===== src/rtl/ram8.sv =====
// ram8 -- eight-word by 16-bit register file (Hack RAM8).
//
// Eight 16-bit registers. A 1-to-8 load decoder steers writes to one word.
// An 8-way 16-bit read mux selects the word at `address` onto `y`.
// This is the base tile for the RAM64/RAM512 hierarchy.
//
// Ports:
//   clk      in   1   system clock; writes happen on the rising edge
//   rst      in   1   asynchronous active-high reset; clears all words
//   din      in  16   write data
//   load     in   1   write enable for the word selected by `address`
//   address  in   3   word select, shared by the write and read paths
//   y        out 16   combinational read of word `address`
module ram8 (
  input  logic        clk,
  input  logic        rst,
  input  logic [15:0] din,
  input  logic        load,
  input  logic [2:0]  address,
  output logic [15:0] y
);

  logic [15:0] r [8];
  logic [7:0]  ld;

  // Load demux: one line high when load=1, all lines low when load=0.
  always_comb begin
    ld          = '0;
    ld[address] = load;
  end

  // Each word is a Hack register: async clear, otherwise load or hold.
  for (genvar g = 0; g < 8; g++) begin : g_word
    always_ff @(posedge clk or posedge rst) begin
      if (rst) begin
        r[g] <= '0;
      end else if (ld[g]) begin
        r[g] <= din;
      end
    end
  end

  // Read mux. There is no write-through bypass, so a same-address write
  // becomes visible only after the edge.
  always_comb begin
    y = r[address];
  end

endmodule


===== config.mk =====
export PLATFORM = sky130hd
export DESIGN_NAME = ram8
export DESIGN_NICKNAME = d
export VERILOG_FILES = /design/src/rtl/ram8.sv
export SDC_FILE = /design/constraint.sdc
export NUM_CORES = 1
export LEC_CHECK = 0
export CORE_MARGIN = 5
export CORE_UTILIZATION = 64
export CTS_CLUSTER_DIAMETER = 100
export DETAILED_ROUTE_END_ITERATION = 12
export PLACE_DENSITY_LB_ADDON = 0.25
export SLEW_MARGIN = 20
export SYNTH_ARGS = -nofsm -noshare
export SYNTH_HDL_FRONTEND = slang
export SYNTH_SLANG_ARGS = --single-unit

===== constraint.sdc =====
create_clock -name clk -period 10.45 [get_ports clk]
set_input_delay 1.045 -clock clk [delete_from_list [all_inputs] [get_ports clk]]
set_output_delay 1.045 -clock clk [all_outputs]
set_load 0.01 [all_outputs]

==> metrics.yaml <==
critPathLaunchType: "primary input"
ys.flop_type: "dfrtp_1"
netlist_area_sq_um: 6045
synth_top_area_share_pct: 52.99
postRouteAntennaNets: 0
cts_max_level: 4
post_cts_buffers: 0
hold_class: "reg2reg"
start_util_pct: 65.42
cts_tree: "yes"
slew_viol_final: 0
grt_first_pass_wirelength_um: 18810
cts_made_buffers: 17
dp.cells: 484
post-place-ws_ns: 6.269
cts_buffer_depth: 2
track_usage_pct: 21.79
yosysSeqAreaShare_pct: 52.99
max_slew_margin_pct: 43.32
setup_ws_ns: 6.290
final_hold_viol_count: 0
synth_commonest_cells: "mux2_2, dfrtp_1, mux4_1, buf_6, buf_2"
post-route-drc-count: 0
drtPass1Iterations: 4
ys_top_cells_by_area: "dfrtp_1, mux2_2, mux4_1"
synth_nets: 357
rrSetupSlack_ns: 9.66
peakVddDrop_uv: 144.7
critPathCaptureType: "output pin"
worstPathRequired_ns: 9.41
skew_ns: 0
die_y_um: 107.2
synth_edf_count: 0
holdBufCountCts: 0
root_buffer: "clkbuf_8"
clk_pin_slew_worst_paths_ns: 0.06
antenna_found_initial: 0
reg.largest.list: "r (128)"
grt_max_degree: 70
cp_slowest_stage_delay_ns: 0.65
row_count: 35
nets: 396
area_growth_pct: 15.26
yosysMostFrequentCell: "mux2_2"
syn_area_per_cell_sq_um: 18.04
die_area_sq_um: 11490
ioPinCount: 38
ctsResizeCount: 0
clk_latency_ns: 0.51
die_width_um: 107.2
fin_util_pct: 75.40
worstPathMaxFanout: 40
setup_viol: 0
path_cells: "buf_2, buf_4, mux4_1, mux2_2, clkdlybuf4s50_1"
stdcell_count: 516
fin_crit_sh_pct: 39.81
synth_warnings: 0
synth.distinct_cells: 14
timing.fmax_mhz: 240.4
worstSetupPathType: "in2out"
viasPerCell: 6.174
n_antenna_cell: 0
rsz0062_at_grt: "false"
worst_path_max_delay_cell: "mux4_1"
dp_hpwl_um: 6386
pwr_density_cell_nw_per_um2: 219.2
routed-via-count: 3186
core_sq_um: 9240
regMostFlops: "r"
largest_reg_flops: 128
portBuffers: 37
worstPathArrival_ns: 3.11
grt_pass1_vias: 3393
finalWirelength_um: 11430
p_leak_nw: 3.006
clock_sinks: 128
outcome: "finished, final reports clean"
synthCells: 335
tns_ns: 0
worstMarginPinSlew_ns: 0.8501
grt_overflow: 0
initialDrtViolationCount: 118
ys_ff_latch: 128
drv_cap: 0
fillCellCount: 529
synthArstFlopShare_pct: 100.0
drive_gt1_share_pct: 50.65
place_congestion: 0.7092
period_needed_ns: 4.160
synth_top_area_cell: "dfrtp_1"
wl_per_cell_um: 22.15
==> final cells by class <==
class	count	area, sq um	area share (%)
clock buffer	17	414.1	5.945
clock inverter	15	182.7	2.622
inverter	1	6.256	0.08980
multi-input combinational	184	2601	37.34
sequential	128	3203	45.98
tap	129	161.4	2.317
timing repair buffer	42	397.9	5.711
==> critical path: cells and delay by family <==
family	cells	cell delay [ns]
buffers and inverters	3	1.08
multiplexers	2	0.97
==> layer usage <==
layer  GRT usage [%]  vias up  wire length, um
met2           34.58       70             5816
li1                -     1387                -
met5               0        -                0
met3           4.997       14              453
met4           5.205        0              100
met1           30.96     1715             5058
==> logic make-up after synthesis <==
group / share of synthesized area [%]
multiplexers: 40.49
buffers and inverters: 3.974
flip-flops: 52.99
AND/OR/NAND/NOR: 2.546
==> per-stage QoR <==
stage	hold WS [ns]	area (sq um)	power [mW]
floorplan	0.4703	6045	0.8470
global placement	0.4791	6370	0.9193
detailed placement	0.4850	6370	0.9395
CTS	0.4982	6967	1.538
global route	0.5102	6967	1.594
finish	0.4983	6967	1.527
==> worst paths after layout <==
check | startpoint | endpoint | cells past startpoint
max | address[2] | y[0] | 5
max in group asynchronous | rst | r[12]$_DFFE_PP0P_ | 3
min | r[100]$_DFFE_PP0P_ | r[100]$_DFFE_PP0P_ | 1
min in group asynchronous | rst | r[55]$_DFFE_PP0P_ | 2
max reg2reg | r[27]$_DFFE_PP0P_ | r[27]$_DFFE_PP0P_ | 1
min reg2reg | r[100]$_DFFE_PP0P_ | r[100]$_DFFE_PP0P_ | 1
==> power by group <==
group / internal, mW / switching [mW] / total [mW] / leakage [nW]
clock: 0.367 / 0.227 / 0.594 / 0.294
sequential: 0.605 / 0.0539 / 0.659 / 1.54
combinational: 0.181 / 0.0926 / 0.274 / 1.18
total: 1.15 / 0.374 / 1.53 / 3.01
==> layout by cell type (no fill, tap or decap) <==
master,instances
and4bb_2,3
nand4b_4,3
clkbuf_16,16
clkinv_4,2
buf_2,2
mux4_1,28
bufinv_16,3
nand4_4,1
inv_4,1
clkbuf_8,1
mux2_2,144
buf_4,5
inv_6,6
mux4_2,4
dfrtp_1,128
clkinv_2,3
clkdlybuf4s50_1,35
nor4b_4,1
clkinvlp_4,1
Power figures use the tool's default switching activity.
